===== config.mk =====
export PLATFORM = sky130hd
export DESIGN_NAME = mc_ctrl_hs_flat
export DESIGN_NICKNAME = d
export VERILOG_FILES = /design/src/rtl/mc_ctrl_pkg.sv /design/src/rtl/mc_ctrl_hs_if.sv /design/src/rtl/mc_wait_timer.sv /design/src/rtl/mc_ctrl_hs.sv /design/src/flat_wrapper.sv
export SDC_FILE = /design/constraint.sdc
export NUM_CORES = 1
export LEC_CHECK = 0
export ABC_AREA = 1
export ABC_CLOCK_PERIOD_IN_PS = 2000
export CORE_AREA = 3 3 61 63
export CTS_BUF_LIST = sky130_fd_sc_hd__clkbuf_16
export CTS_CLUSTER_DIAMETER = 60
export DETAILED_ROUTE_END_ITERATION = 7
export DIE_AREA = 0 0 64 66
export GPL_TIMING_DRIVEN = 0
export PLACE_DENSITY_LB_ADDON = 0.3
export REMOVE_ABC_BUFFERS = 1
export SYNTH_ARGS = -nofsm -noshare
export SYNTH_HDL_FRONTEND = slang
export SYNTH_HIERARCHICAL = 1
export SYNTH_SLANG_ARGS = --single-unit
export TNS_END_PERCENT = 50

===== constraint.sdc =====
create_clock -name clk -period 2 [get_ports clk]
set_input_delay 0.4 -clock clk [delete_from_list [all_inputs] [get_ports clk]]
set_output_delay 0.4 -clock clk [all_outputs]
set_load 0.05 [all_outputs]

===== src/rtl/mc_ctrl_pkg.sv =====
// Shared types and encodings for the multi-cycle MIPS controller with memory handshake.
// Covers states, opcode/funct values, ALU/PC select codes, cause codes and decode helpers.
package mc_ctrl_pkg;

  typedef enum logic [3:0] {
    S_IF, S_ID, S_EXE, S_WB, S_MADR, S_MRD, S_MWR, S_LWB, S_BR, S_LINK, S_JMP, S_EXC
  } state_t;

  localparam logic [5:0] OP_RTYPE = 6'h00, OP_J     = 6'h02, OP_JAL  = 6'h03, OP_BEQ   = 6'h04,
                         OP_ADDI  = 6'h08, OP_ADDIU = 6'h09, OP_SLTI = 6'h0A, OP_SLTIU = 6'h0B,
                         OP_ANDI  = 6'h0C, OP_LUI   = 6'h0F, OP_LW   = 6'h23, OP_SW    = 6'h2B;

  localparam logic [5:0] FN_SLL  = 6'h00, FN_SRL  = 6'h02, FN_SRA = 6'h03, FN_JR  = 6'h08,
                         FN_JALR = 6'h09, FN_ADD  = 6'h20, FN_ADDU = 6'h21, FN_SUB = 6'h22,
                         FN_SUBU = 6'h23, FN_AND  = 6'h24, FN_OR  = 6'h25, FN_XOR = 6'h26,
                         FN_NOR  = 6'h27, FN_SLT  = 6'h2A, FN_SLTU = 6'h2B;

  localparam logic [2:0] ALU_ADD = 3'b000, ALU_SUB = 3'b001, ALU_FUNCT = 3'b010,
                         ALU_AND = 3'b100, ALU_SLT = 3'b101;

  localparam logic [1:0] PC_ALU = 2'b00, PC_ALUOUT = 2'b01, PC_JUMP = 2'b10, PC_EXC = 2'b11;

  localparam int unsigned CAUSE_INT = 0, CAUSE_BUS = 7, CAUSE_ILL = 10;

  function automatic logic is_shift(input logic [5:0] fn);
    return (fn == FN_SLL) || (fn == FN_SRL) || (fn == FN_SRA);
  endfunction

  // Decode-stage dispatch; anything not recognised becomes an illegal-instruction exception.
  function automatic state_t dispatch(input logic [5:0] op, input logic [5:0] fn);
    state_t nxt;
    nxt = S_EXC;
    case (op)
      OP_LW, OP_SW: nxt = S_MADR;
      OP_RTYPE: begin
        case (fn)
          FN_JR:   nxt = S_JMP;
          FN_JALR: nxt = S_LINK;
          FN_SLL, FN_SRL, FN_SRA, FN_ADD, FN_ADDU, FN_SUB, FN_SUBU,
          FN_AND, FN_OR, FN_XOR, FN_NOR, FN_SLT, FN_SLTU: nxt = S_EXE;
          default: nxt = S_EXC;
        endcase
      end
      OP_ADDI, OP_ADDIU, OP_ANDI, OP_SLTI, OP_SLTIU, OP_LUI: nxt = S_EXE;
      OP_BEQ:  nxt = S_BR;
      OP_J:    nxt = S_JMP;
      OP_JAL:  nxt = S_LINK;
      default: nxt = S_EXC;
    endcase
    return nxt;
  endfunction

endpackage


===== src/rtl/mc_ctrl_hs_if.sv =====
// Variable-latency memory handshake between the controller (master) and memory (slave).
interface mc_ctrl_hs_if;
  logic mem_req;
  logic mem_ready;

  modport master (output mem_req, input mem_ready);
  modport slave  (input mem_req, output mem_ready);
endinterface


===== src/rtl/mc_wait_timer.sv =====
// Per-access wait counter; flags a bus timeout once MEM_TIMEOUT idle wait cycles have elapsed.
module mc_wait_timer #(
  parameter int unsigned MEM_TIMEOUT = 15,
  parameter int unsigned CNT_W       = 4
) (
  input  logic clk,
  input  logic reset,
  input  logic i_wait,
  output logic o_timeout_c
);

  localparam logic [CNT_W-1:0] LIMIT = CNT_W'(MEM_TIMEOUT);

  logic [CNT_W-1:0] r_cnt;

  assign o_timeout_c = (MEM_TIMEOUT != 0) && i_wait && (r_cnt == LIMIT);

  // Every exit from a memory state follows ready or timeout, so clearing on those covers state entry.
  always_ff @(posedge clk or posedge reset) begin
    if (reset)                     r_cnt <= '0;
    else if (!i_wait || o_timeout_c) r_cnt <= '0;
    else if (r_cnt != '1)          r_cnt <= r_cnt + CNT_W'(1);
  end

endmodule


===== src/rtl/mc_ctrl_hs.sv =====
// Multi-cycle MIPS control FSM with memory handshake, bus timeout, precise exceptions and interrupts.
module mc_ctrl_hs
  import mc_ctrl_pkg::*;
#(
  parameter int unsigned MEM_TIMEOUT = 15,
  parameter int unsigned CNT_W       = 4,
  parameter int unsigned IRQ_ENABLE  = 1,
  parameter int unsigned CAUSE_W     = 5
) (
  input  logic               clk,
  input  logic               reset,
  input  logic [5:0]         opcode,
  input  logic [5:0]         funct,
  mc_ctrl_hs_if.master       bus,
  input  logic               irq,
  input  logic               int_en,
  output logic               PCWrite, PCWriteCond, IorD, MemRead, MemWrite,
  output logic               IRWrite, RegWrite, ExtOp, LuiOp,
  output logic [1:0]         MemtoReg, RegDst, ALUSrcA, ALUSrcB, PCSource,
  output logic [3:0]         ALUOp,
  output logic               EPCWrite, CauseWrite,
  output logic [CAUSE_W-1:0] cause,
  output logic               busy
);

  state_t               r_state;
  logic [CAUSE_W-1:0]   r_cause;
  state_t               w_dispatch;
  logic                 w_mem_state, w_timeout, w_irq_take, w_rtype, w_mem_req;

  assign w_dispatch  = dispatch(opcode, funct);
  assign w_mem_state = (r_state == S_IF) || (r_state == S_MRD) || (r_state == S_MWR);
  assign w_irq_take  = (IRQ_ENABLE != 0) && irq && int_en;
  assign w_rtype     = (opcode == OP_RTYPE);
  assign bus.mem_req = w_mem_req;

  mc_wait_timer #(.MEM_TIMEOUT(MEM_TIMEOUT), .CNT_W(CNT_W)) u_timer (
    .clk         (clk),
    .reset       (reset),
    .i_wait      (w_mem_state && !bus.mem_ready),
    .o_timeout_c (w_timeout)
  );

  // State and latched exception cause; ready beats timeout, timeout beats irq.
  always_ff @(posedge clk or posedge reset) begin
    if (reset) begin
      r_state <= S_IF;
      r_cause <= '0;
    end else begin
      unique case (r_state)
        S_IF, S_MRD, S_MWR: begin
          if (bus.mem_ready) begin
            if (r_state == S_IF)       r_state <= S_ID;
            else if (r_state == S_MRD) r_state <= S_LWB;
            else if (w_irq_take) begin
              r_state <= S_EXC;
              r_cause <= CAUSE_W'(CAUSE_INT);
            end else                   r_state <= S_IF;
          end else if (w_timeout) begin
            r_state <= S_EXC;
            r_cause <= CAUSE_W'(CAUSE_BUS);
          end
        end
        S_ID: begin
          r_state <= w_dispatch;
          if (w_dispatch == S_EXC) r_cause <= CAUSE_W'(CAUSE_ILL);
        end
        S_EXE:  r_state <= S_WB;
        S_MADR: r_state <= (opcode == OP_LW) ? S_MRD : S_MWR;
        S_LINK: r_state <= S_JMP;
        S_WB, S_LWB, S_BR, S_JMP: begin
          if (w_irq_take) begin
            r_state <= S_EXC;
            r_cause <= CAUSE_W'(CAUSE_INT);
          end else r_state <= S_IF;
        end
        default: r_state <= S_IF;
      endcase
    end
  end

  // Output decode; everything is forced low while reset is asserted.
  always_comb begin
    w_mem_req = 1'b0; PCWrite = 1'b0; PCWriteCond = 1'b0; IorD = 1'b0; MemRead = 1'b0;
    MemWrite = 1'b0; IRWrite = 1'b0; RegWrite = 1'b0; ExtOp = 1'b0; LuiOp = 1'b0;
    MemtoReg = 2'b00; RegDst = 2'b00; ALUSrcA = 2'b00; ALUSrcB = 2'b00; PCSource = PC_ALU;
    ALUOp = 4'b0000; EPCWrite = 1'b0; CauseWrite = 1'b0; cause = '0; busy = 1'b0;
    if (!reset) begin
      ALUOp = {opcode[0], ALU_ADD};
      busy  = (r_state != S_IF);
      unique case (r_state)
        S_IF: begin
          w_mem_req = 1'b1; MemRead = 1'b1; ALUSrcB = 2'b01; PCSource = PC_ALU;
          IRWrite   = bus.mem_ready;
          PCWrite   = bus.mem_ready;
        end
        S_ID: ALUSrcB = 2'b11;
        S_EXE: begin
          ALUSrcA = (w_rtype && is_shift(funct)) ? 2'b10 : 2'b01;
          ALUSrcB = w_rtype ? 2'b00 : 2'b10;
          ExtOp   = (opcode == OP_ADDI) || (opcode == OP_ANDI) ||
                    (opcode == OP_SLTI) || (opcode == OP_LUI);
          LuiOp   = (opcode == OP_LUI);
          if (w_rtype)                                          ALUOp[2:0] = ALU_FUNCT;
          else if (opcode == OP_ANDI)                           ALUOp[2:0] = ALU_AND;
          else if ((opcode == OP_SLTI) || (opcode == OP_SLTIU)) ALUOp[2:0] = ALU_SLT;
        end
        S_WB: begin
          RegWrite = 1'b1; MemtoReg = 2'b01;
          RegDst   = w_rtype ? 2'b01 : 2'b00;
        end
        S_MADR: begin
          ALUSrcA = 2'b01; ALUSrcB = 2'b10; ExtOp = 1'b1;
        end
        S_MRD: begin
          w_mem_req = 1'b1; IorD = 1'b1; MemRead = 1'b1;
        end
        S_MWR: begin
          w_mem_req = 1'b1; IorD = 1'b1; MemWrite = 1'b1;
        end
        S_LWB: RegWrite = 1'b1;
        S_BR: begin
          PCWriteCond = 1'b1; ALUSrcA = 2'b01; PCSource = PC_ALUOUT; ALUOp[2:0] = ALU_SUB;
        end
        S_LINK: begin
          RegWrite = 1'b1; MemtoReg = 2'b10;
          RegDst   = (opcode == OP_JAL) ? 2'b10 : 2'b01;
        end
        S_JMP: begin
          PCWrite = 1'b1; PCSource = PC_JUMP;
        end
        S_EXC: begin
          EPCWrite = 1'b1; CauseWrite = 1'b1; PCWrite = 1'b1; PCSource = PC_EXC;
          cause    = r_cause;
        end
        default: busy = 1'b1;
      endcase
    end
  end

endmodule


===== src/flat_wrapper.sv =====
// flat-port wrapper written by rule: the top's interface ports become plain ports
module mc_ctrl_hs_flat import mc_ctrl_pkg::*;
#(
  parameter int unsigned MEM_TIMEOUT = 15,
  parameter int unsigned CNT_W       = 4,
  parameter int unsigned IRQ_ENABLE  = 1,
  parameter int unsigned CAUSE_W     = 5
)
  (clk, reset, opcode, funct, irq, int_en, PCWrite, PCWriteCond, IorD, MemRead, MemWrite, IRWrite, RegWrite, ExtOp, LuiOp, MemtoReg, RegDst, ALUSrcA, ALUSrcB, PCSource, ALUOp, EPCWrite, CauseWrite, cause, busy, bus_mem_req, bus_mem_ready);
  mc_ctrl_hs_if bus_i ();
  input  logic clk;
  input  logic reset;
  input  logic [5:0] opcode;
  input  logic [5:0] funct;
  input  logic irq;
  input  logic int_en;
  output logic PCWrite;
  output logic PCWriteCond;
  output logic IorD;
  output logic MemRead;
  output logic MemWrite;
  output logic IRWrite;
  output logic RegWrite;
  output logic ExtOp;
  output logic LuiOp;
  output logic [1:0] MemtoReg;
  output logic [1:0] RegDst;
  output logic [1:0] ALUSrcA;
  output logic [1:0] ALUSrcB;
  output logic [1:0] PCSource;
  output logic [3:0] ALUOp;
  output logic EPCWrite;
  output logic CauseWrite;
  output logic [CAUSE_W-1:0] cause;
  output logic busy;
  output wire logic [$bits(bus_i.mem_req)-1:0] bus_mem_req;
  input wire logic [$bits(bus_i.mem_ready)-1:0] bus_mem_ready;
  assign bus_mem_req = bus_i.mem_req;
  assign bus_i.mem_ready = bus_mem_ready;
  mc_ctrl_hs #(.MEM_TIMEOUT(MEM_TIMEOUT), .CNT_W(CNT_W), .IRQ_ENABLE(IRQ_ENABLE), .CAUSE_W(CAUSE_W)) u_core (.clk(clk), .reset(reset), .opcode(opcode), .funct(funct), .bus(bus_i), .irq(irq), .int_en(int_en), .PCWrite(PCWrite), .PCWriteCond(PCWriteCond), .IorD(IorD), .MemRead(MemRead), .MemWrite(MemWrite), .IRWrite(IRWrite), .RegWrite(RegWrite), .ExtOp(ExtOp), .LuiOp(LuiOp), .MemtoReg(MemtoReg), .RegDst(RegDst), .ALUSrcA(ALUSrcA), .ALUSrcB(ALUSrcB), .PCSource(PCSource), .ALUOp(ALUOp), .EPCWrite(EPCWrite), .CauseWrite(CauseWrite), .cause(cause), .busy(busy));
endmodule

### Word level (Yosys, flattened, before mapping)

Memory sizes are Yosys's and may differ from the RTL's.
Cells that the tools add are included.

| word-level totals | value |
|---|---|
| register bits | 13 |
| bits in read-only memories | 192 |
| input bits | 17 |
| output and inout bits | 32 |
| memories | 1 |

Memory list:

| memory | words | bits a word | read ports | clocked after Yosys merged registers in | write ports | line | text |
|---|---|---|---|---|---|---|---|
| (name not given) | 64 | 3 | 1 | 0 | 0 | mc_ctrl_pkg.sv:36 | `case (fn)` |

| operators by class | value |
|---|---|
| add/sub/neg operators | 1 |
| equal/unequal tests | 31 |
| muxes and demuxes | 62 |
| reduce and logical (&&, ||, !) cells | 32 |

Operator list:

| operator | number |
|---|---|
| 4-bit case mux with 6 select lines | 2 |
| 5-bit two-way mux | 8 |
| 6-bit by 4-bit equality test with 1-bit output, second input constant | 6 |
| 4-bit two-way mux | 8 |
| 4-bit equality test, second input constant | 6 |
| 6-bit by 2-bit equality test with 1-bit output, second input constant | 4 |
| 1-bit two-way mux | 23 |
| 2-bit two-way mux | 9 |
| 4-bit by 3-bit equality test with 1-bit output, second input constant | 4 |
| 5-bit case mux with 3 select lines | 1 |
| 6-bit equality test, second input constant | 2 |
| 6-bit zero test | 2 |
| 2-bit case mux with 2 select lines | 3 |
| 12-bit OR reduction | 1 |
| 2-bit OR reduction | 5 |
| 1-bit logical OR | 9 |
| 3-bit two-way mux | 3 |
| 4-bit by 2-bit equality test with 1-bit output, second input constant | 2 |
| 2-bit case mux with 4 select lines | 1 |
| 6-bit by 3-bit equality test with 1-bit output, second input constant | 1 |
| 3-bit inequality test, second input constant | 2 |
| 2-bit case mux with 3 select lines | 1 |
| 3-bit case mux with 2 select lines | 1 |
| 3-bit OR reduction | 2 |
| 15 further kinds | 20 |

### Logic depth before layout (Yosys ltp)

Gate-level depths: netlist of run 1.

| depth | value |
|---|---|
| depth after elaboration | 8 |
| gate-level depth with buffers | 15 |
| mapped depth without buffers | 15 |

### Hierarchy

The synthesis of run 1 kept the hierarchy.

Modules (own cells, without submodules):

| module | times used | cells each | area an instance (µm²) | seq. area each (µm²) |
|---|---|---|---|---|
| mc_ctrl_hs | 1 | 235 | 1272.5 | 225.2 |
| mc_wait_timer | 1 | 20 | 191.4 | 100.1 |

### Worst setup path after synthesis of run 1

OpenSTA, ideal clock, no wires.

| timing path | value |
|---|---|
| kind | input-to-output |
| start | input port reset |
| end | output port cause[0] |
| arrival | 3565 ps |
| data required time | 1600 ps |
| setup slack | -1965 ps |
| stages on the path | 6 |
| path buffers | 1 |
| path through | clkbuf_1 -> nor3_1 -> inv_1 -> nor2_1 -> inv_1 -> nor2_1 |

| between the ends | value |
|---|---|
| cells in the longest elaborated chain, start to end | 1 |

RTL lines:

| item | line | text |
|---|---|---|
| start, declared | flat_wrapper.sv:12 | `input logic reset;` |
| 5-bit two-way mux | mc_ctrl_hs.sv:88 | `if (!reset) begin` |
| end, declared | flat_wrapper.sv:34 | `output logic [CAUSE_W-1:0] cause;` |

Every way passes these cells.

### Final worst setup path of run 1

| timing path | value |
|---|---|
| start | register u_core.r_state[1] |
| end | output port cause[0] |

| between the ends | value |
|---|---|
| cells in the longest elaborated chain, start to end | 3 |

RTL lines:

| item | line | text |
|---|---|---|
| start, declared | mc_ctrl_hs.sv:26 | `state_t r_state;` |
| start signal, assigned | mc_ctrl_hs.sv:65 | `r_state <= w_dispatch;` |
| start signal, assigned | mc_ctrl_hs.sv:69 | `S_MADR: r_state <= (opcode == OP_LW) ? S_MRD : S_MWR;` |
| 4-bit equality test | mc_ctrl_hs.sv:91 | `unique case (r_state)` |
| 5-bit two-way mux | mc_ctrl_hs.sv:91 |  |
| 5-bit two-way mux | mc_ctrl_hs.sv:88 |  |

Every way passes these cells.

==> impl.org, run 1 <==
** Timing
- Unrepaired setup endpoints after global routing :: true
- The max-slew violation total from the final report was 0.
- Worst Tran Pin Value :: approximately 0.5 ns
- Final count of negative-setup-slack endpoints :: 8
- Across all hold checks on the routed design, the worst slack comes to roughly 0.26 ns.
- Final hold violation count :: 0
- TNS Setup :: -0.129 ns
- Worst rel slew slack :: between 60% and 70%
- The clock arrives with ~0.0022 ns of skew.
- Static timing analysis puts the maximum clock frequency at ~490 MHz.
- The routed design could run at a clock period as short as about 2.0 ns.
- Final setup margin :: -0.0213 ns
- Dividing the final minimum period by the clock period gives 101%.

** Finish
- Ratio of cells with drive above 1 in the final layout :: approximately 40%
- Top library cells by usage in the layout, fill and taps aside :: sky130_fd_sc_hd__nand2_1, sky130_fd_sc_hd__inv_1, sky130_fd_sc_hd__nor2_1
- Number of nets in the layout :: 341
- Commonest non-fill, non-tap cell in the layout :: sky130_fd_sc_hd__nand2_1
- Filler Cells Inserted :: 253
- The number of antenna diodes in the final layout is 0.
- Non-filler cells in the finished layout :: 368
- After routing the design area is about 0.0024 mm².
- Compared with the post-synthesis result, the final layout area differs by 60.6%.

** Critical path
- The critical path is of the flip-flop to output port type.
- Endpoint arrival time on the critical path :: around 1.6 ns
- Required time of the worst setup path :: approximately 1.6 ns
- Along the worst path, the maximum fanout reaches 6.
- Category of the worst setup path capture point :: output port
- STA classifies the critical path startpoint as a flip-flop.

** Routing
- Drt total wl :: about 4.6 mm
- Before antenna repair, the detailed router went through 4 iterations.
- Antenna-violating nets left :: 0
- Dividing the detail-routed via count by the number of cells gives just over 5.
- After detailed routing, the number of remaining DRC violations is 0.
- The routed layout has between 1500 and 2000 vias.
- The detailed router finished its first iteration with roughly 140 violations.
- After detailed routing, the average wire length per cell comes to between 10 and 15 µm.

** GRT
- Wire length of the first global-routing pass :: between 7 and 8 mm
- Grt total ovfl :: 0
- The number of global-route vias before repair is around 1700.
- Aggregate global-route resource usage :: about a fifth
- Entering global routing, the biggest net connects 21 pins.
- Number of antenna violations at the first check in global routing :: 0

** Placed design
- After detailed placement, the design holds a cell count of between 300 and 400.
- Gp weighted congestion :: roughly 0.9
- In this run the cell area measured after placement is around 0.002 mm².
- The count of buffers added on input and output ports is between 40 and 50.
- Detailed placement finished with a half-perimeter wire length of around 3.2 mm.

** Status
- Violated checks :: setup timing
- The run finished, with violations left.

** Floorplan
- The floorplan has 21 rows.
- Floorplan die area :: between 0.004 and 0.005 mm²
- Die Y-Extent :: about 66 µm
- The die is between 60 and 70 µm wide.
- For this configuration, the core starts out at a cell density of 44.6%.
- Pin placement for this block handled 49 I/O pins.
- Core outline area :: roughly 0.0033 mm²

** Clock tree
- Clock-pin slew was measured on the worst setup and hold paths at roughly 0.040 ns.
- CTS built an H-tree with a depth of 1.
- The clock drives 13 sinks.
- Clock network latency to the later pin of the worst-skew pair :: between 0.2 and 0.25 ns
- Total clock buffers created by CTS :: 3
- TritonCTS built the clock tree.
- CTS max path bufs :: 2
- CTS root buf :: sky130_fd_sc_hd__clkbuf_16

** Logic synthesis
- Synthesis inferred 13 register bits.
- Gate count after technology mapping :: 255
- Register area share after synthesis :: between 20 and 25%
- During synthesis, Yosys emitted a total of 6 warnings.
- Dividing the synthesized area by the synthesized cell count gives about 5.7 µm².
- The netlist uses 29 different library cells.
- Mapped cell area :: between 0.001 and 0.0015 mm²

** Power and ir drop
- Static Leakage :: roughly 0.0012 µW
- VDD sags by at most 0.901 mV.
- Dividing total power by cell area gives a power density of approximately 1100 mW/mm².

** Run
- Max-capacitance violation count :: 0

** Worst hold path
- Worst hold path type :: primary input to async pin
==> synth_stat cells (all sizes together) <==
library cell | n | area share, %
o21ai | 14 | 5.0
nor2 | 53 | 16
nand2 | 68 | 20
a31oi | 2 | 0.85
ha | 1 | 0.85
nor4 | 1 | 0.43
nand3 | 20 | 7.5
nor3 | 6 | 2.1
nand3b | 1 | 1.4
nor3b | 1 | 0.85
o2111ai | 1 | 0.60
buf | 1 | 0.51
dfrtp | 13 | 22
o31ai | 1 | 0.51
clkbuf | 2 | 0.51
inv | 52 | 14
o211ai | 1 | 0.51
a21oi | 11 | 3.8
clkinv | 1 | 0.26
nand4 | 5 | 2.1
==> cells by family after synthesis <==
kind of cell | after synthesis | share of synthesized area, %
buffers and inverters | 56 | 14.8
adder cells (fa/ha/maj) | 1 | 0.855
flip-flops | 13 | 22.2
AND/OR/NAND/NOR | 155 | 50.9
AO/OA/AOI/OAI | 30 | 11.3
==> power breakdown <==
| group | leakage [µW] | internal [µW] | total, µW | switching, µW |
|---|---|---|---|---|
| clock | 0.0000409 | 265 | 371 | 105 |
| sequential | 0.000164 | 355 | 444 | 89.2 |
| combinational | 0.00101 | 620 | 1860 | 1240 |
| total | 0.00121 | 1240 | 2680 | 1440 |
==> cell type report <==
cell class,instances,area [µm²],share of cell area [%]
Multi-Input combinational cell,186,1100,46.6
Timing Repair Buffer,66,574,24.4
Sequential cell,13,330,14.1
Inverter,53,213,9.05
Clock buffer,3,75.1,3.19
Tap cell,46,57.6,2.45
Clock inverter,1,5.00,0.213
==> metal layers <==
layer	vias up	global-route usage [%]	share of wire [%]	wire (µm)
met3	13	4.42	7.4	341
met1	884	25.1	40	1830
li1	927	-	-	-
met4	0	4.58	2.0	93
met5	-	0	0	0
met2	87	37.7	51	2370
==> stage by stage <==
step,setup WS (ns),utilization (%),total power (µW)
after CTS,-0.149,64.9,2370
after detailed placement,-1.39,60.5,1960
after global routing,-0.0954,71.6,2870
after global placement,-1.33,60.5,1950
after floorplan,-2.55,-,1550
final,-0.0213,71.6,2680
==> critical path, cell delays in order, from the launching register on <==
cell	delay (ns)
sky130_fd_sc_hd__dfrtp_2	0.39
sky130_fd_sc_hd__inv_2	0.06
sky130_fd_sc_hd__buf_4	0.15
sky130_fd_sc_hd__nor3_4	0.20
sky130_fd_sc_hd__inv_2	0.07
sky130_fd_sc_hd__nor2_4	0.10
sky130_fd_sc_hd__buf_6	0.12
sky130_fd_sc_hd__inv_8	0.05
sky130_fd_sc_hd__nor2_4	0.08
sky130_fd_sc_hd__buf_6	0.16
==> flip-flops by register name, indices dropped and copies added, names as in the netlist <==
| signal | flops |
|---|---|
| u_core/r_cause | 5 |
| u_core/r_state | 4 |
| u_core/u_timer/r_cnt | 4 |
==> path summary, 6_finish.rpt <==
kind,start,to,slack [ns],cells past startpoint
max,u_core/r_state[1],cause[0],-0.02,9
min,reset,u_core/u_timer/r_cnt[1],0.26,2
max reg2reg,u_core/r_state[1],u_core/r_cause[3],0.04,15
min reg2reg,u_core/r_cause[2],u_core/r_cause[2],0.47,2
max in group asynchronous,reset,u_core/r_state[1],1.39,3
min in group clk,u_core/r_cause[2],u_core/r_cause[2],0.47,2
==> what timing repair did <==
action                                  CTS  global route
pin swaps                                 2            15
hold buffers                              0             0
gates cloned                              0             0
setup buffers                             6            12
endpoints found under the setup margin   32            37
gates resized for setup                 210            67
No activity file was read; power rests on OpenSTA's default activity.
==> run 2, diff against run 1 <==
--- a/config.mk
+++ b/config.mk
@@ -7,12 +7,14 @@
 export LEC_CHECK = 0
 export ABC_AREA = 1
 export ABC_CLOCK_PERIOD_IN_PS = 2000
-export CORE_AREA = 3 3 61 63
+export CORE_AREA = 3 3 47 81
 export CTS_BUF_LIST = sky130_fd_sc_hd__clkbuf_16
 export CTS_CLUSTER_DIAMETER = 60
 export DETAILED_ROUTE_END_ITERATION = 7
-export DIE_AREA = 0 0 64 66
+export DIE_AREA = 0 0 50 84
 export GPL_TIMING_DRIVEN = 0
+export HOLD_SLACK_MARGIN = 0.12
+export MAX_ROUTING_LAYER = met4
 export PLACE_DENSITY_LB_ADDON = 0.3
 export REMOVE_ABC_BUFFERS = 1
 export SYNTH_ARGS = -nofsm -noshare
==> run 2 against run 1 <==
The run still ends with setup timing left; sequential power shrank 1%; sequential share of layout area grew 0.40 points; register-to-register slack gained 0.04 ns; global-route usage grew 2.0 points; combinational power shrank 4%; critical path type unchanged; largest power group unchanged.
==> impl.org, run 2 (synthesized netlist as in run 1, its figures left out) <==
** Timing
- At the pin with the least slew margin, the transition time is 0.502 ns.
- The max-slew violation total from the final report was 0.
- Setup repair after global routing could not meet its margin everywhere.
- Timing would allow up to 489 MHz.
- Final hold violation count :: 0
- Minimum period implied by the final worst setup slack :: 2.05 ns
- Share of the cycle needed by the critical path after routing :: 102%
- Headroom to the max-slew limit came out at between 60% and 70%.
- Between clock sinks in the finished design, the worst skew comes to ~0.0015 ns.
- In the post-route analysis, the smallest setup slack over all paths is -0.0458 ns.
- Setup violations remaining at the end of the flow were counted as 9.

** Critical path
- The worst register-to-register path begins at u_core/r_state[3].
- The worst register-to-register path has a setup slack of around 0.080 ns.
- Critical path type :: flip-flop to output port
- Worst flop-to-flop path endpoint :: u_core/r_cause[2]
- Worst Reg2Reg Path Length in Cells :: 15
- STA classifies the critical path startpoint as a flip-flop.
- In this run the worst path has a maximum fanout of 5.
- STA classifies the critical path endpoint as an output port.
- Required time of the worst setup path :: between 1.5 and 2 ns
- For the worst setup path, the data arrival time is roughly 1.7 ns.

** Power and ir drop
- Switching power share of the total :: a little over half
- Sequential group share of total power :: around 17%
- For this design the ratio of total power to cell area is approximately 1100 mW/mm².
- Part of the total power dissipated in the clock network :: 14.2%
- IR analysis of the VDD net gives a maximum drop of between 0.8 and 0.9 mV.
- Static Leakage :: approximately 0.0012 µW
- Pint :: approximately 1200 µW
- For this design the total switching power over the nets is around 1400 µW.
- Combinational cells account for between 60 and 70% of the total power.

** Routing
- Per-cell routed wire length :: ~13 µm
- Total DRC errors in the routed layout :: 0
- Initial detailed-routing violation count :: between 90 and 100
- Once detail routing completed, the nets flagged for antenna violations numbered 0.
- After detailed routing, the number of vias per cell comes to ~5.3.
- Routed via count :: 1900
- Wires add up to roughly 4.8 mm.
- Number of iterations in the first detailed-routing pass :: 5

** Placed design
- After detailed placement, the design holds a cell count of about 340.
- Placed wire-length estimate :: ~3.5 mm
- Input and output buffers added on the ports amount to between 40 and 50.
- Gp weighted congestion :: just under 0.9

** Finish
- Top library cells by usage in the layout, fill and taps aside :: sky130_fd_sc_hd__nand2_1, sky130_fd_sc_hd__inv_1, sky130_fd_sc_hd__nor2_1
- For this run, the post-layout net count is between 300 and 400.
- Top register by number of flip-flops :: u_core/r_cause
- Leaving out filler cells and counting taps, the final layout contains 361.
- Cells fill a little over two thirds of the core in the end.
- The largest registers in the layout are u_core/r_cause: 5 flops, u_core/r_state: 4 flops, u_core/u_timer/r_cnt: 4 flops.
- Of the cells placed in the final design, the portion with a size suffix greater than 1 is 39.3%.
- Compared with the post-synthesis result, the final layout area differs by 55.0%.
- The register with the most flip-flops in the layout has 5 of them.
- Commonest non-fill, non-tap cell in the layout :: sky130_fd_sc_hd__nand2_1
- 0 antenna diodes ended up in the layout.

** Floorplan
- Floorplan die area :: roughly 0.0042 mm²
- The floorplan has 27 rows.
- Core outline area :: approximately 0.0032 mm²
- Effective utilization at floorplan :: about 46%
- For this design the top-level I/O count stands at slightly below 50.
- In this run the vertical extent of the chip is 84 µm.
- Width of the die :: 50 µm

** GRT
- Global routing used 3.04% of the available met3 tracks.
- The first global-routing pass estimated ~7.5 mm of wire.
- met2 is the most crowded layer.
- Global routing consumed, over all layers together, between 20% and 30% of the routing resources.
- Grt total ovfl :: 0
- For this run, global-route usage on met2 was measured as 40.4%.
- Met1 capacity usage during global routing :: a little over a fifth
- Number of antenna violations at the first check in global routing :: 0
- Maximum number of pins on one net before global-route repair :: 21
- Number of global-route vias before repair :: 1845

** Clock tree
- TritonCTS clock tree :: done
- Counting the buffers created by CTS gives 3.
- The root buffer cell chosen for the clock tree is sky130_fd_sc_hd__clkbuf_16.
- The clock passes through at most 2 buffers.
- After clock tree synthesis, the flow added hold-fix buffers numbering 0.
- Clock network latency to the later pin of the worst-skew pair :: approximately 0.24 ns
- Number of sinks on the clock net :: 13
- CTS built an H-tree with a depth of 1.
- Clock-pin slew was measured on the worst setup and hold paths at around 0.04 ns.

** Status
- The run finished, with violations left.
- The checks that failed: setup timing.

** Run
- Max-cap violations in this run came to 0.

** Worst hold path
- Worst hold path type :: primary input to async pin
run 2: power groups by stage:
stage                     logic [µW]  clock network (µW)  registers (µW)
after CTS                       1570                 376             431
after global placement          1540                   0             423
after detailed placement        1550                   0             429
final                           1790                 368             439
after floorplan                 1140                   0             411
after global routing            1940                 396             445
run 2: critical path, cell delays in order (launching register included):
cell	delay, ns
sky130_fd_sc_hd__dfrtp_1	0.40
sky130_fd_sc_hd__buf_4	0.16
sky130_fd_sc_hd__nor2_4	0.14
sky130_fd_sc_hd__buf_4	0.13
sky130_fd_sc_hd__nand2_2	0.08
sky130_fd_sc_hd__inv_1	0.10
sky130_fd_sc_hd__a21oi_1	0.04
sky130_fd_sc_hd__a21oi_1	0.13
sky130_fd_sc_hd__buf_4	0.22
run 2: layout make-up:
type	instances	area [µm²]
inverter	53	210
timing repair buffer	62	518
sequential	13	328
clock inverter	1	3.75
fill	277	941
clock buffer	3	75.1
multi-input combinational	186	1080
tap	43	53.8
run 2: how the worst max path moves through the flow:
stage,start,endpoint,slack (ns),cells after the start
2_1_floorplan,u_core/r_state[2],cause[0],-2.55,7
3_3_place_gp,reset,ALUSrcA[1],-1.41,5
3_5_place_dp,reset,ALUSrcA[1],-1.41,5
4_1_cts,u_core/r_state[1],IorD,-0.14,7
5_1_grt,u_core/r_state[1],ALUSrcA[0],-0.15,7
6_report,u_core/r_state[1],ALUSrcB[1],-0.05,8
run 2: per-stage QoR:
step	total power [µW]	setup WS, ns	cell area (µm²)	setup TNS (ns)	hold WS (ns)
CTS	2380	-0.137	2100	-1.08	0.238
global route	2780	-0.154	2270	-1.81	0.270
detailed placement	1980	-1.41	1980	-31.91	0.473
global placement	1960	-1.41	1980	-32.10	0.453
floorplan	1550	-2.55	1450	-22.97	0.166
finish	2600	-0.0458	2270	-0.292	0.256
run 2: layer usage:
metal | vias to the layer above | wire length (µm)
met5 | - | 0
met4 | 0 | 250
met3 | 30 | 160
met2 | 74 | 2690
met1 | 870 | 1700
li1 | 926 | -
run 2: what timing repair did:
item / CTS / global route
pin swaps: 1 / 8
buffers inserted: 6 / 8
resized for setup: 195 / 74
endpoints found under the setup margin: 35 / 37
==> run 3, diff against run 2 <==
--- a/config.mk
+++ b/config.mk
@@ -7,16 +7,18 @@
 export LEC_CHECK = 0
 export ABC_AREA = 1
 export ABC_CLOCK_PERIOD_IN_PS = 2000
-export CORE_AREA = 3 3 47 81
+export CORE_AREA = 3 3 42 72
 export CTS_BUF_LIST = sky130_fd_sc_hd__clkbuf_16
 export CTS_CLUSTER_DIAMETER = 60
 export DETAILED_ROUTE_END_ITERATION = 7
-export DIE_AREA = 0 0 50 84
+export DIE_AREA = 0 0 45 75
+export DONT_BUFFER_PORTS = 1
 export GPL_TIMING_DRIVEN = 0
 export HOLD_SLACK_MARGIN = 0.12
 export MAX_ROUTING_LAYER = met4
 export PLACE_DENSITY_LB_ADDON = 0.3
 export REMOVE_ABC_BUFFERS = 1
+export SKIP_LAST_GASP = 1
 export SYNTH_ARGS = -nofsm -noshare
 export SYNTH_HDL_FRONTEND = slang
 export SYNTH_HIERARCHICAL = 1
==> run 3 against run 2 <==
The run still ends with setup timing left; register-to-register slack got worse by 0.33 ns; sequential share of layout area grew 0.31 points; via count grew 5.7%; critical endpoint is now cause[1].
==> impl.org, run 3 (synthesized netlist as in run 1, its figures left out) <==
** Finish
- Cells fill between 80% and 90% of the core in the end.
- The top cell types in the final layout, fill and taps aside, are sky130_fd_sc_hd__nand2_1, sky130_fd_sc_hd__inv_1, sky130_fd_sc_hd__nor2_1.
- The layout has ~120 filler cells.
- Leaving out fill and tap cells, the most frequent cell in the layout is sky130_fd_sc_hd__nand2_1.
- In the final layout, the registers with the most flip-flops are u_core/r_cause: 5 flops, u_core/r_state: 4 flops, u_core/u_timer/r_cnt: 4 flops.
- u_core/r_cause holds more flip-flops than any other register.
- Of the cells placed in the final design, the portion with a size suffix greater than 1 is 42.1%.
- Number of nets in the layout :: a little over 300
- The repair_antennas step left the layout with diodes totalling 0.
- Flip-flop count of the largest register after layout :: 5
- Area added between synthesis and finish :: 52.3%

** GRT
- The first global-routing pass estimated just over 7 mm of wire.
- Entering global routing, the biggest net connects 20 pins.
- Number of global-route vias before repair :: around 1700
- Summed over all layers, the global routing overflow is 0.
- Number of antenna violations at the first check in global routing :: 0
- In the global route stage, overall resource usage came out at between 20% and 30%.

** Power and ir drop
- Pint :: 1320 µW
- Max VDD drop :: 1.33 mV
- Overall power consumption after layout is estimated at around 3000 µW.
- Switching power summed over all nets :: roughly 1700 µW
- Total power density per cell area :: ~1300 mW/mm²
- The clock network burns about 13% of the power.
- Switching power share of the total :: between 50 and 60%
- Static Leakage :: 0.00109 µW
- Power share of the combinational group :: roughly 72%
- Sequential group share of total power :: 15.0%

** Clock tree
- CTS root buf :: sky130_fd_sc_hd__clkbuf_16
- Total clock buffers created by CTS :: 3
- Maximum level of the CTS H-tree :: 1
- CTS max path bufs :: 2
- The later pin in the worst-skew pair is clocked with a latency of about 0.25 ns.
- TritonCTS built the clock tree.
- Clock-pin slew was measured on the worst setup and hold paths at approximately 0.040 ns.
- The clock drives 13 sinks.

** Timing
- Fin. max-slew vios :: 0
- Headroom to the max-slew limit came out at approximately 29%.
- Worst Tran Pin Value :: around 1.1 ns
- For this run, the top clock speed supported by timing is about 360 MHz.
- Across all setup checks in the final design, the least slack found is -0.764 ns.
- Share of the cycle needed by the critical path after routing :: 138%
- Setup repair after global routing could not meet its margin everywhere.
- The routed design could run at a clock period as short as between 2 and 3 ns.
- On the final layout, the worst clock skew is roughly 0.0075 ns.
- Setup violations remaining at the end of the flow were counted as 37.
- The number of hold violations in the final report is 0.

** Floorplan
- The die covers about 0.0034 mm².
- From left edge to right edge, the die measures 45 µm.
- FP Rows :: 24
- Core outline area :: around 0.0025 mm²
- Once the floorplan was initialized, standard cells occupied between 50% and 60% of the core.
- In this run the vertical extent of the chip is 75 µm.
- ~50 I/O pins were placed.

** Critical path
- Peak per-stage delay on the critical path :: 0.47 ns
- Critical-path cell with the highest stage delay :: sky130_fd_sc_hd__nor3_4
- For the worst setup path, the data required time is ~1.6 ns.
- Setup slack on the worst reg-to-reg path comes out at -0.25 ns.
- The number of cells on the worst reg-to-reg path is 15.
- Walking the worst path, the cells encountered are inv_2 -> nand2_4 -> nor3_4 -> inv_2 -> nor2_4 -> clkbuf_16 -> buf_6 -> clkinvlp_4 -> buf_12 -> nor2_4.
- Worst flop-to-flop path endpoint :: u_core/r_state[3]
- Biggest fanout along the worst timing path :: 6
- At the worst endpoint, the arrival time is 2.36 ns.
- Critical path type :: flip-flop to output port
- Category of the worst setup path capture point :: output port
- RR Startpoint :: u_core/r_state[2]
- Startpoint type of the worst setup path :: flip-flop

** Routing
- Number of iterations in the first detailed-routing pass :: 5
- Using the TritonRoute via totals, the vias-per-cell ratio works out to 6.36.
- Drt total wl :: ~6.0 mm
- Total DRC errors in the routed layout :: 0
- Dividing the detail-routed wire length by the instance count gives ~19 µm.
- Routed via count :: between 2000 and 2500
- Initial detailed-routing violation count :: between 100 and 150
- The detail route stage leaves a number of antenna-violating nets equal to 0.

** Placed design
- Gp weighted congestion :: between 0.9 and 1
- Placed wire-length estimate :: 3.25 mm
- I/O Buffers :: 0

** Worst hold path
- In this run the worst hold path is classified as primary input to flip-flop.
- Startpoint of the lowest-slack hold path :: bus_mem_ready
- The path with the worst hold slack has its endpoint at u_core/r_state[2].
- The worst hold path passes through 2 cells.

** Status
- The final reports fail on setup timing.
- Run status :: complete, but fails checks

** Run
- Max-capacitance violation count :: 0
run 3: changes by cell type in the layout (fill, tap and decap cells not counted), sizes merged:
cell	change
buf	-9
dlygate4sd2	-6
clkbuf	-5
clkdlybuf4s50	-4
dlymetal6s2s	-4
clkdlybuf4s15	-1
clkinvlp	+1
dlygate4sd3	+1
inv	-1
run 3: cell type report:
cell class                      instances  area (µm²)  area share, %
Sequential cell                        13         329           14.8
Inverter                               53         214           9.60
Tap cell                               26        32.5           1.46
Clock buffer                            3        75.1           3.37
Clock inverter                          1        3.75          0.168
Timing Repair Buffer                   34         310           13.9
Multi-Input combinational cell        186        1260           56.7
run 3: layer usage:
layer | vias to the layer above | wire length (µm) | share of wire (%) | global-route usage [%]
met3 | 61 | 496 | 8.2 | 4.78
met4 | 0 | 563 | 9.3 | 20.8
met1 | 912 | 1820 | 30 | 24.6
met5 | - | 0 | 0 | -
met2 | 164 | 3160 | 52 | 53.2
li1 | 872 | - | - | -
run 3: power by group through the flow:
stage / combinational [µW] / sequential, µW / clock [µW]
floorplan: 1140 / 411 / 0
global placement: 1320 / 424 / 0
detailed placement: 1370 / 427 / 0
CTS: 1690 / 424 / 382
global route: 2280 / 459 / 400
finish: 2180 / 451 / 382
run 3: how the worst max path moves through the flow:
stage                       from  endpoint  slack [ns]  cells past startpoint
6_report       u_core/r_state[2]  cause[1]       -0.76                     10
5_1_grt        u_core/r_state[2]  cause[4]       -0.82                     10
4_1_cts        u_core/r_state[2]  cause[0]       -0.81                     10
3_5_place_dp   u_core/r_state[2]  cause[0]       -1.21                      9
3_3_place_gp   u_core/r_state[2]  cause[2]       -2.98                      7
2_1_floorplan  u_core/r_state[2]  cause[0]       -2.55                      7
run 3: timing repair:
action / in CTS / in global routing
resized for setup: 58 / 43
setup buffers: 11 / 21
hold endpoints to repair: 13 / 0
hold buffers: 1 / 0
endpoints found under the setup margin: 31 / 38
pin swaps: 13 / 17
run 3: worst max-delay path: cells and delay by family (launching register included):
kind	cells	cell delay, ns
DFF	1	0.42
and+or+nand+nor	4	0.93
buffers and inverters	6	0.76
run 3: through the flow:
stage	hold WS, ns	setup TNS (ns)	cells	area (µm²)	setup slack [ns]
after floorplan	0.166	-22.97	252	1450	-2.55
after global placement	0.181	-28.82	278	1480	-2.98
after detailed placement	0.185	-13.61	280	1530	-1.21
after CTS	0.381	-14.51	296	1940	-0.813
after global routing	0.397	-14.44	316	2230	-0.824
final	0.408	-12.59	316	2230	-0.764
